===== config.mk =====
export PLATFORM = sky130hd
export DESIGN_NAME = unidade_hazard_forward
export DESIGN_NICKNAME = d
export VERILOG_FILES = /design/src/rtl/unidade_hazard_forward.sv
export SDC_FILE = /design/constraint.sdc
export NUM_CORES = 1
export LEC_CHECK = 0
export CORE_UTILIZATION = 45
export CTS_CLUSTER_SIZE = 8
export DETAILED_ROUTE_END_ITERATION = 7
export PLACE_DENSITY = 0.79
export REMOVE_ABC_BUFFERS = 1
export SYNTH_ARGS = -nofsm -noshare
export SYNTH_HDL_FRONTEND = slang
export SYNTH_SLANG_ARGS = --single-unit
export TNS_END_PERCENT = 10

===== constraint.sdc =====
create_clock -name clock -period 2.86 [get_ports clock]
set_clock_uncertainty 0.2 [all_clocks]
set_input_delay 0.572 -clock clock [delete_from_list [all_inputs] [get_ports clock]]
set_output_delay 0.572 -clock clock [all_outputs]
set_load 0.01 [all_outputs]

===== src/rtl/unidade_hazard_forward.sv =====
// Hazard detection and operand forwarding for a 5-stage pipeline: registered
// forwarding selects, load-use / multiply / taken-branch stall control and a stall counter.
module unidade_hazard_forward (
  input  logic        clock,
  input  logic        reset,
  input  logic [4:0]  rsIFID,
  input  logic [4:0]  rtIFID,
  input  logic [4:0]  rtIDEX,
  input  logic [4:0]  destinoIDEX,
  input  logic        memReadIDEX,
  input  logic        regWriteIDEX,
  input  logic [4:0]  destinoEXMEM,
  input  logic        regWriteEXMEM,
  input  logic        desvioTomado,
  input  logic        inicioMult,
  output logic [1:0]  forwardA,
  output logic [1:0]  forwardB,
  output logic        pararPC,
  output logic        pararIFID,
  output logic        bolhaIDEX,
  output logic        flushIFID,
  output logic [15:0] contadorBolhas
);

  typedef enum logic [1:0] {
    NORMAL = 2'd0,
    MULT   = 2'd1,
    FLUSH  = 2'd2
  } state_t;

  localparam logic [1:0] FWD_RF  = 2'b00;
  localparam logic [1:0] FWD_ALU = 2'b10;
  localparam logic [1:0] FWD_WB  = 2'b01;

  state_t      state_q, state_d;
  logic [1:0]  mult_cnt_q, mult_cnt_d;
  logic [15:0] bolhas_q, bolhas_d;
  logic        load_use;
  logic        stall_pc, stall_ifid, bubble, flush;
  logic [4:0]  src_reg [2];

  assign src_reg[0] = rsIFID;
  assign src_reg[1] = rtIFID;

  assign load_use = memReadIDEX && (rtIDEX != 5'd0) &&
                    ((rtIDEX == rsIFID) || (rtIDEX == rtIFID));

  // Next state and raw control; a taken branch overrides everything and kills a multiply.
  always_comb begin
    state_d    = state_q;
    mult_cnt_d = mult_cnt_q;
    stall_pc   = 1'b0;
    stall_ifid = 1'b0;
    bubble     = 1'b0;
    flush      = 1'b0;
    if (desvioTomado) begin
      flush      = 1'b1;
      bubble     = 1'b1;
      state_d    = FLUSH;
      mult_cnt_d = 2'd0;
    end else begin
      case (state_q)
        MULT: begin
          stall_pc   = 1'b1;
          stall_ifid = 1'b1;
          if (mult_cnt_q == 2'd0) begin
            state_d = NORMAL;
          end else begin
            mult_cnt_d = mult_cnt_q - 2'd1;
          end
        end
        FLUSH: begin
          flush   = 1'b1;
          state_d = NORMAL;
        end
        NORMAL: begin
          if (load_use) begin
            stall_pc   = 1'b1;
            stall_ifid = 1'b1;
            bubble     = 1'b1;
          end
          if (inicioMult) begin
            state_d    = MULT;
            mult_cnt_d = 2'd3;
          end
        end
        default: begin
          state_d    = NORMAL;
          mult_cnt_d = 2'd0;
        end
      endcase
    end
  end

  // Control outputs are forced low while reset is held.
  assign pararPC   = reset & stall_pc;
  assign pararIFID = reset & stall_ifid;
  assign bolhaIDEX = reset & bubble;
  assign flushIFID = reset & flush;

  always_comb begin
    bolhas_d = bolhas_q;
    if (pararPC && (bolhas_q != 16'hFFFF)) begin
      bolhas_d = bolhas_q + 16'd1;
    end
  end

  always_ff @(posedge clock) begin
    if (!reset) begin
      state_q    <= NORMAL;
      mult_cnt_q <= 2'd0;
      bolhas_q   <= 16'd0;
    end else begin
      state_q    <= state_d;
      mult_cnt_q <= mult_cnt_d;
      bolhas_q   <= bolhas_d;
    end
  end

  assign contadorBolhas = bolhas_q;

  // One forwarding channel per ID source operand; computed a cycle early so the
  // select is ready when the operand reaches EX.
  generate
    for (genvar gi = 0; gi < 2; gi++) begin : g_fwd
      logic       ex_hit, mem_hit;
      logic [1:0] fwd_d, fwd_q;

      assign ex_hit  = regWriteIDEX  && (destinoIDEX  != 5'd0) && (destinoIDEX  == src_reg[gi]);
      assign mem_hit = regWriteEXMEM && (destinoEXMEM != 5'd0) && (destinoEXMEM == src_reg[gi]);

      always_comb begin
        fwd_d = fwd_q;
        if (!pararIFID) begin
          if (ex_hit) begin
            fwd_d = FWD_ALU;
          end else if (mem_hit) begin
            fwd_d = FWD_WB;
          end else begin
            fwd_d = FWD_RF;
          end
        end
      end

      always_ff @(posedge clock) begin
        if (!reset) begin
          fwd_q <= FWD_RF;
        end else begin
          fwd_q <= fwd_d;
        end
      end
    end
  endgenerate

  assign forwardA = g_fwd[0].fwd_q;
  assign forwardB = g_fwd[1].fwd_q;

endmodule


# Yosys cells after proc, flatten, opt, wreduce, memory -nomap -nowiden
# Index checks and enable logic that the tools add are counted.
[word_totals]
reg_bits = 24
[op_classes]
addsub = 2
n_eq_ne = 14
n_mux = 18
bitwise = 5
n_reduce_logical = 19
[ops]
columns = ["operator", "count"]
rows = [
  ["5-bit equality test", 6],
  ["16-bit by 1-bit adder with 16-bit output (second input constant)", 1],
  ["16-bit != test (second input constant)", 1],
  ["5-bit nonzero test", 3],
  ["2-bit 2-to-1 mux", 7],
  ["1-bit logical AND", 9],
  ["1-bit 2-to-1 mux", 8],
  ["2-bit != test (second input constant)", 3],
  ["3-bit != test (second input constant)", 2],
  ["2-bit case mux with 3 select lines", 1],
  ["2-bit logical NOT", 2],
  ["2-bit case mux with 2 select lines", 1],
  ["2-bit AND reduction", 2],
  ["1-bit AND", 3],
  ["3-bit AND reduction", 1],
  ["2-bit by 1-bit equality test with 1-bit output (second input constant)", 1],
  ["2-bit equality test (second input constant)", 1],
  ["1-bit NOT", 2],
  ["1-bit case mux with 2 select lines", 1],
  ["2-bit OR reduction", 1],
  ["2-bit by 1-bit subtractor with 2-bit output (second input constant)", 1],
  ["1-bit logical OR", 1],
]

# Longest topological paths before layout
# Gate-level depths: netlist of the first run.
[depth]
ltp_word = 8
ltp_mapped = 7
ltp_nobuf = 7

# Least setup slack after synthesis of the first run
# Ideal clock, no wire load.
[synth_timing]
path_kind = "input port to output port"
startpoint = "in rtIDEX[1]"
endpoint = "out pararPC"
arrival_time_ns = 1.901
path_slack_ns = 0.187
cell_stages = 6
path_cell_list = "or4_1 o2111a_2 a21oi_2 buf_6 nor2_2 buf_4"
[synth_via]
elab_chain_len = 7
elab_cells_between_ends = 10
classes_between = "eq/ne (2); mux (3); bitwise (1); reduce/logical (4)"
[synth_lines]
columns = ["item", "line_no", "rtl"]
rows = [
  ["from (decl)", "8", "input logic [4:0] rtIDEX,"],
  ["5-bit equality test or 5-bit nonzero test (tied branches)", "46, 45", ""],
  ["1-bit logical OR or 1-bit logical AND (tied branches)", "46, 45", ""],
  ["1-bit logical AND *", "45", "assign load_use = memReadIDEX && (rtIDEX != 5'd0) &&"],
  ["1-bit 2-to-1 mux *", "--", ""],
  ["1-bit case mux with 2 select lines *", "--", ""],
  ["1-bit 2-to-1 mux *", "--", ""],
  ["1-bit AND *", "--", ""],
  ["to (decl)", "18", "output logic pararPC,"],
]
# Mark *: on every way between the ends. The rest lies on a longest branch, timed or not.

# Worst setup path after layout of the first run
[layout_timing]
startpoint = "in rtIDEX[1]"
endpoint = "out pararIFID"
[layout_via]
elab_chain_len = 7
elab_cells_between_ends = 10
classes_between = "eq/ne (2); mux (3); bitwise (1); reduce/logical (4)"
[layout_lines]
columns = ["item", "line_no", "rtl"]
rows = [
  ["5-bit equality test or 5-bit nonzero test (tied branches)", "46, 45", ""],
  ["1-bit logical OR or 1-bit logical AND (tied branches)", "46, 45", ""],
  ["1-bit logical AND *", "45", ""],
  ["1-bit 2-to-1 mux *", "77", "if (load_use) begin"],
  ["1-bit case mux with 2 select lines *", "62", "case (state_q)"],
  ["1-bit 2-to-1 mux *", "56", "if (desvioTomado) begin"],
  ["1-bit AND *", "97", "assign pararIFID = reset & stall_ifid;"],
  ["to (decl)", "19", "output logic pararIFID,"],
]
# Marked as above.

==> results of run 1 <==
-- layout make-up --
type / instances / area share (%)
clock buffers: 4 / 1.48
repair buffers: 84 / 30.8
inverters: 10 / 1.53
flip-flops and latches: 24 / 19.6
multi-input cells: 154 / 44.2
well taps: 46 / 2.35
-- report_power, final --
part           switching, mW  internal (mW)
Sequential           0.00365          0.338
Clock                  0.108         0.0781
Combinational         0.0809          0.104
Total                  0.193          0.520
-- placed cells by master, fill, tap and decap left out, types with 4 or more instances in the layout --
cell type / Yosys / routed
nand3_1: 8 / 8
dlygate4sd2_1: 0 / 4
xor2_1: 18 / 18
xnor2_1: 15 / 15
clkdlybuf4s50_1: 0 / 45
dfxtp_1: 24 / 24
buf_4: 1 / 29
o31ai_1: 5 / 5
nand4_1: 5 / 5
nand2_1: 22 / 22
mux2i_1: 12 / 12
a21oi_1: 10 / 9
inv_1: 9 / 9
nand2b_1: 5 / 5
nor2_1: 13 / 13
or4_1: 8 / 7
-- stage by stage --
step                      power [mW]  hold WS, ns  utilization, %  instance area (um2)
after global routing           0.752        0.311            71.8                 2450
after global placement         0.532        0.244            70.9                 2420
after floorplan                0.419        0.255               -                 1600
after CTS                      0.718        0.272            71.6                 2440
final                          0.712        0.271            71.8                 2450
after detailed placement       0.536        0.252            70.9                 2420
-- critical path, cell delays in order --
cell,delay [ns]
dlygate4sd2_1,0.25
or4_4,0.53
o2111a_2,0.31
a21oi_2,0.16
nor2_2,0.08
buf_2,0.14
-- registers in the layout, summed over array words and instances, names as in the netlist --
| name | flops |
|---|---|
| mult_cnt_q | 2 |
| contadorBolhas | 16 |
| forwardA | 2 |
| forwardB | 2 |
| state_q | 2 |
-- metal layers --
| layer | share of wire, % | routed length, um | global-route usage, % | vias up |
|---|---|---|---|---|
| met5 | 0 | 0 | 0 | - |
| met4 | 2.1 | 85 | 10.5 | 0 |
| met3 | 3.7 | 153 | 1.84 | 7 |
| met2 | 51 | 2080 | 40.4 | 53 |
| met1 | 44 | 1790 | 26.4 | 753 |
| li1 | - | - | - | 857 |
-- cell families (layout without fill, tap and decap cells) --
group | count (synthesis) | in the layout | synth area share, %
flip-flops | 24 | 24 | 29.5
XOR/XNOR | 33 | 33 | 17.7
adder cells (fa/ha/maj) | 2 | 2 | 1.53
buffers and inverters | 16 | 98 | 4.45
AND/OR/NAND/NOR | 82 | 82 | 27.8
AO/OA/AOI/OAI | 25 | 25 | 11.7
multiplexers | 12 | 12 | 7.37
-- final timing paths --
check | endpoint | startpoint | slack (ns) | cells past startpoint
min reg2reg | forwardB[1] | forwardB[1] | 0.27 | 2
min | forwardB[1] | forwardB[1] | 0.27 | 2
max | pararIFID | rtIDEX[1] | 0.05 | 6
max reg2reg | contadorBolhas[11] | contadorBolhas[0] | 0.78 | 7
-- timing repair --
action,CTS,global route
pin swaps,3,5
hold buffers,0,0
resized for setup,18,3
endpoints found under the setup margin,3,2
==> impl_results.rst, run 1 <==
.. list-table::
   :header-rows: 1

   * - Metric
     - Value
   * - Result of the run
     - finished, final reports clean
   * - Critical path start-end classification
     - in -> out
   * - I/O pin count
     - 56
   * - Pre-CTS WS
     - -0.463 ns
   * - Share of cells above drive strength 1
     - 18.1%
   * - Fill cell count
     - roughly 270
   * - Register area share after synthesis
     - 29.5%
   * - Worst setup SP type
     - input port
   * - Crit path arrival time
     - 2.04 ns
   * - Clock buffer depth
     - 2
   * - Overall global routing resource usage
     - 22.3%
   * - Yosys Warn Count
     - 0
   * - Std-Cell Rows
     - 21
   * - Number of DRC violations after detailed routing
     - 0
   * - Post-CTS Setup Bufs
     - 0
   * - Sequential standard cell area
     - around 480 um2
   * - Number of hold violations in the final report
     - 0
   * - Setup ws final
     - 0.0495 ns
   * - H-tree lvl count
     - 1
   * - Routability congestion estimate
     - 0.911
   * - Standard cell core area
     - 3420 um2
   * - Number of vias per cell
     - between 5 and 6
   * - Most frequent cell after synthesis
     - dfxtp_1
   * - CTS Root Buffer Type
     - clkbuf_4
   * - TritonCTS clock tree
     - done
   * - WP data required
     - 2.09 ns
   * - Die extent in y
     - between 60 and 70 um
   * - Highest ir drop seen on vdd
     - 0.192 mV
   * - Maximum number of pins on one net before global-route repair
     - 16
   * - Cell types with the highest counts after synthesis
     - 24 x dfxtp_1, 22 x nand2_1, 18 x xor2_1, 15 x xnor2_1, 13 x nor2_1
   * - Max-cap violations
     - 0
   * - Die X
     - roughly 62 um
   * - Largest fanout on the critical path
     - 3
   * - Wire length of the first global-routing pass
     - 6840 um
   * - Floorplan die area
     - 3870 um2
   * - Number of global-route vias before repair
     - 1534
   * - Share of flip-flops with an asynchronous set or reset
     - 0%
   * - Area Growth Syn to Fin
     - 50.4%
   * - Final-report setup violation count
     - 0
   * - RSZ-0062 raised after global routing
     - no
   * - Total number of nets in the final design
     - 311
   * - Pins over their slew limit
     - 0
   * - Clock sinks
     - 24
   * - DR WL/cell
     - 12.8 um
   * - Number of buffers inserted during clock tree synthesis
     - 3
   * - Total wirelength of the detailed-routed design
     - 4110 um
   * - HPWL after detailed placement
     - 3320 um
   * - Number of antenna cells inserted
     - 0
   * - Global route overflow
     - 0
   * - Number of enable-type register cells in the synthesized netlist
     - 0
   * - Latest clock arrival within the worst-skew pair
     - about 0.33 ns
   * - Cell count after synthesis
     - 194
   * - Netlist Area Pre-Place
     - 1630 um2
   * - Antenna violation net count after detailed routing
     - 0
   * - Predominant post-synthesis flop cell
     - dfxtp_1
   * - Top cells by area in the synthesized netlist
     - dfxtp_1 29%, xor2_1 9.7%, xnor2_1 8.1%
   * - Post-CTS clock slew at the launch and capture registers of the worst setup and hold paths
     - 0.13 ns
   * - Synthesis-stage register bit count
     - 24
   * - Worst Hold Class
     - reg -> reg
   * - Final Instance Count excl. Fillers
     - 322
   * - Cell type with the highest aggregate area in the netlist
     - dfxtp_1
   * - Effective utilization at floorplan
     - 47.7%
   * - Final total negative setup slack
     - 0 ns
   * - Count of input and output buffers
     - 55
   * - Count of vias placed by the detailed router
     - 1670
   * - Final clock period utilization by the worst path
     - 98.3%
   * - Transition at the pin with the smallest max-transition slack
     - 0.818 ns
   * - Fmax
     - 0.356 GHz
   * - Endpoint kind of the worst setup timing path
     - output pin
   * - Number of distinct library cells after synthesis
     - 40
   * - Initial antenna violation count
     - 0
   * - Placed Instances
     - 318
   * - Time the final worst path needs with I/O delays and setup
     - 2.81 ns
   * - Total iterations of the first detailed-routing run
     - 4
   * - Power per unit of standard cell area
     - 290 nW/um2
   * - Per-instance average area after synthesis
     - 8.40 um2
   * - Share of the synthesized area in the top cell type
     - 29.5%
   * - Area taken by multi-input logic gates
     - 1080 um2
   * - Standby leakage power
     - 0.955 nW
   * - Violation count after the first detailed-route iteration
     - slightly above 100
   * - Worst max-slew margin expressed relative to the limit
     - 45.5%
Note: power is estimated with default switching activity, not from simulation.
==> run 2, diff against run 1 <==
--- a/config.mk
+++ b/config.mk
@@ -5,6 +5,7 @@
 export SDC_FILE = /design/constraint.sdc
 export NUM_CORES = 1
 export LEC_CHECK = 0
+export CORE_ASPECT_RATIO = 0.6
 export CORE_UTILIZATION = 45
 export CTS_CLUSTER_SIZE = 8
 export DETAILED_ROUTE_END_ITERATION = 7
==> impl_results.rst, run 2 (synthesized netlist as in run 1, its figures left out) <==
.. list-table::
   :header-rows: 1

   * - Metric
     - Value
   * - Number of hold violations in the final report
     - 0 (unchanged)
   * - Share of cells above drive strength 1
     - 19.0% (+0.86 points)
   * - Global route overflow
     - 0 (unchanged)
   * - Violation count after the first detailed-route iteration
     - 83 (-18%)
   * - Sink of the worst hold path
     - forwardA[1]
   * - Net switching power
     - 0.208 mW (+8.2%)
   * - Most frequent standard cell in the layout excluding fill and tap cells
     - clkdlybuf4s50_1
   * - Final Instance Count excl. Fillers
     - 319 (-0.93%)
   * - Power per unit of standard cell area
     - 308 nW/um2 (+6.1%)
   * - Post-CTS clock slew at the launch and capture registers of the worst setup and hold paths
     - 0.09 ns (-0.04 ns)
   * - Standby leakage power
     - 0.963 nW (+0.80%)
   * - RSZ-0062 raised after global routing
     - no
   * - Pins over their slew limit
     - 0 (unchanged)
   * - Latest clock arrival within the worst-skew pair
     - 0.27 ns (-0.06 ns)
   * - Number of global-route vias before repair
     - 1620 (+5.6%)
   * - Largest fanout on the critical path
     - 3 (unchanged)
   * - Standard cell core area
     - 3360 um2 (-1.5%)
   * - Launch instance of the worst min-delay path
     - forwardA[1]
   * - Effective utilization at floorplan
     - 48.5% (+0.75 points)
   * - Count of input and output buffers
     - 55 (unchanged)
   * - Placed instance area
     - 2400 um2 (-0.67%)
   * - Fmax
     - 0.357 GHz (+0.38%)
   * - Max reg flops
     - 16 (unchanged)
   * - Total wirelength of the detailed-routed design
     - 4910 um (+20%)
   * - Worst setup SP type
     - input port
   * - I/O pin count
     - 56 (unchanged)
   * - Time the final worst path needs with I/O delays and setup
     - 2.80 ns (-0.0106 ns)
   * - Final clock period utilization by the worst path
     - 97.9% (-0.37 points)
   * - Number of buffers inserted during clock tree synthesis
     - 3 (unchanged)
   * - Total number of nets in the final design
     - 309 (-0.64%)
   * - Worst Hold Class
     - reg -> reg
   * - Pre-CTS WS
     - -0.476 ns (-0.0136 ns)
   * - Slowest stage cell on the critical path
     - or4_1
   * - Part of the total power dissipated in the clock network
     - 30.6% (+4.5 points)
   * - Highest ir drop seen on vdd
     - 0.192 mV (about the same)
   * - Result of the run
     - finished, final reports clean
   * - Wire length of the first global-routing pass
     - 8240 um (+20%)
   * - Combinational Power Share
     - 25.1% (-0.8 points)
   * - H-tree lvl count
     - 1 (unchanged)
   * - Internal power
     - 0.563 mW (+8.3%)
   * - Clock buffer depth
     - 2 (unchanged)
   * - Count of vias placed by the detailed router
     - 1712 (+2.5%)
   * - Routability congestion estimate
     - 1.04 (+14%)
   * - Worst hold path cell count
     - 2 (unchanged)
   * - Number of DRC violations after detailed routing
     - 0 (unchanged)
   * - Antenna violation net count after detailed routing
     - 0 (unchanged)
   * - Placed Instances
     - 315 (-0.94%)
   * - CTS Root Buffer Type
     - clkbuf_8
   * - Critical path start-end classification
     - in -> out
   * - Endpoint kind of the worst setup timing path
     - output pin
   * - Commonest cells after routing, fill and taps aside
     - 45 x clkdlybuf4s50_1, 27 x buf_4, 24 x dfxtp_1
   * - Capturing point of the worst reg2reg path
     - contadorBolhas[11]
   * - Final design instance area without fill
     - 2500 um2 (+2.0%)
   * - Area Growth Syn to Fin
     - 53.4%
   * - Crit path arrival time
     - 2.03 ns (about the same)
   * - Fraction of power spent switching nets
     - 27.0% (about the same)
   * - Die X
     - 79.7 um (+28%)
   * - Final core utilization
     - 74.4% (+2.6 points)
   * - WP data required
     - 2.09 ns (about the same)
   * - Number of vias per cell
     - 5.37 (+3.5%)
   * - Clock sinks
     - 24 (unchanged)
   * - Worst max-slew margin expressed relative to the limit
     - 45.9% (+0.43 points)
   * - Setup ws final
     - 0.0601 ns (+0.0106 ns)
   * - Biggest cell delay along the critical path
     - 0.53 ns (about the same)
   * - Maximum number of pins on one net before global-route repair
     - 16 (unchanged)
   * - Part of the total power dissipated in sequential elements
     - 44.3% (-3.6 points)
   * - HPWL after detailed placement
     - 3920 um (+18%)
   * - R2r worst-path depth
     - 7 (unchanged)
   * - Cell Chain, Critical Path
     - dlygate4sd2_1, or4_1, o2111a_2, a21oi_4, nor2_4, buf_2
   * - R2R Setup Slk
     - 0.72 ns (-0.06 ns)
   * - DR WL/cell
     - 15.4 um (+21%)
   * - Launch instance of the worst register-to-register path
     - contadorBolhas[0]
   * - Transition at the pin with the smallest max-transition slack
     - 0.811 ns (-0.00647 ns)
   * - Max-cap violations
     - 0 (unchanged)
   * - TritonCTS clock tree
     - done
   * - Die extent in y
     - 48.6 um (-22%)
   * - Total iterations of the first detailed-routing run
     - 4 (unchanged)
   * - Number of antenna cells inserted
     - 0 (unchanged)
   * - Floorplan die area
     - 3880 um2 (+0.21%)
   * - Overall global routing resource usage
     - 28.6% (+6.3 points)
   * - Std-Cell Rows
     - 16 (-24%)
   * - Initial antenna violation count
     - 0 (unchanged)
   * - Final-report setup violation count
     - 0 (unchanged)
-- run 2: cell type report --
cell class	count	area, um2
tap	45	56.3
timing repair buffer	82	741
sequential	24	480
multi-input combinational	154	1130
clock buffer	4	55.1
fill	245	862
inverter	10	37.5
-- run 2: power by group through the flow --
stage               logic [mW]  registers (mW)  clock network, mW
floorplan               0.0703           0.348                  0
global placement         0.184           0.349                  0
detailed placement       0.186           0.349                  0
CTS                      0.187           0.341              0.235
global route             0.209           0.342              0.257
finish                   0.194           0.341              0.236
-- run 2: worst max path at each step --
stage	depth (start not counted)	slack, ns	to	from
floorplan	4	0.23	pararIFID	rtIDEX[1]
global placement	6	-0.43	pararPC	rtIDEX[1]
detailed placement	6	-0.48	pararIFID	rtIDEX[1]
CTS	6	0.02	pararIFID	rtIDEX[4]
global route	6	0.02	pararIFID	rtIDEX[4]
finish	6	0.06	pararIFID	rtIDEX[4]
-- run 2: critical path, delay by kind of cell --
kind | cells | cell delay (ns)
buf+inv | 2 | 0.39
compound gates | 2 | 0.48
simple gates | 2 | 0.59
-- run 2: per-layer routing --
| metal | vias to the layer above | routed length [um] | track usage (%) |
|---|---|---|---|
| li1 | 845 | - | - |
| met1 | 799 | 2590 | 43.3 |
| met2 | 62 | 1810 | 36.8 |
| met3 | 6 | 463 | 11.9 |
| met4 | 0 | 46 | 5.45 |
| met5 | - | 0 | 0 |
-- run 2: timing repair --
item	CTS	global route
resized for setup	19	8
setup endpoints to repair	3	3
hold buffers	0	0
setup buffers	0	0
pin swaps	4	6
-- run 2: through the flow --
stage,setup TNS [ns],power (mW),hold slack (ns)
floorplan,0,0.419,0.255
global placement,-1.37,0.533,0.242
detailed placement,-1.57,0.535,0.252
CTS,0,0.763,0.264
global route,0,0.808,0.288
finish,0,0.771,0.264
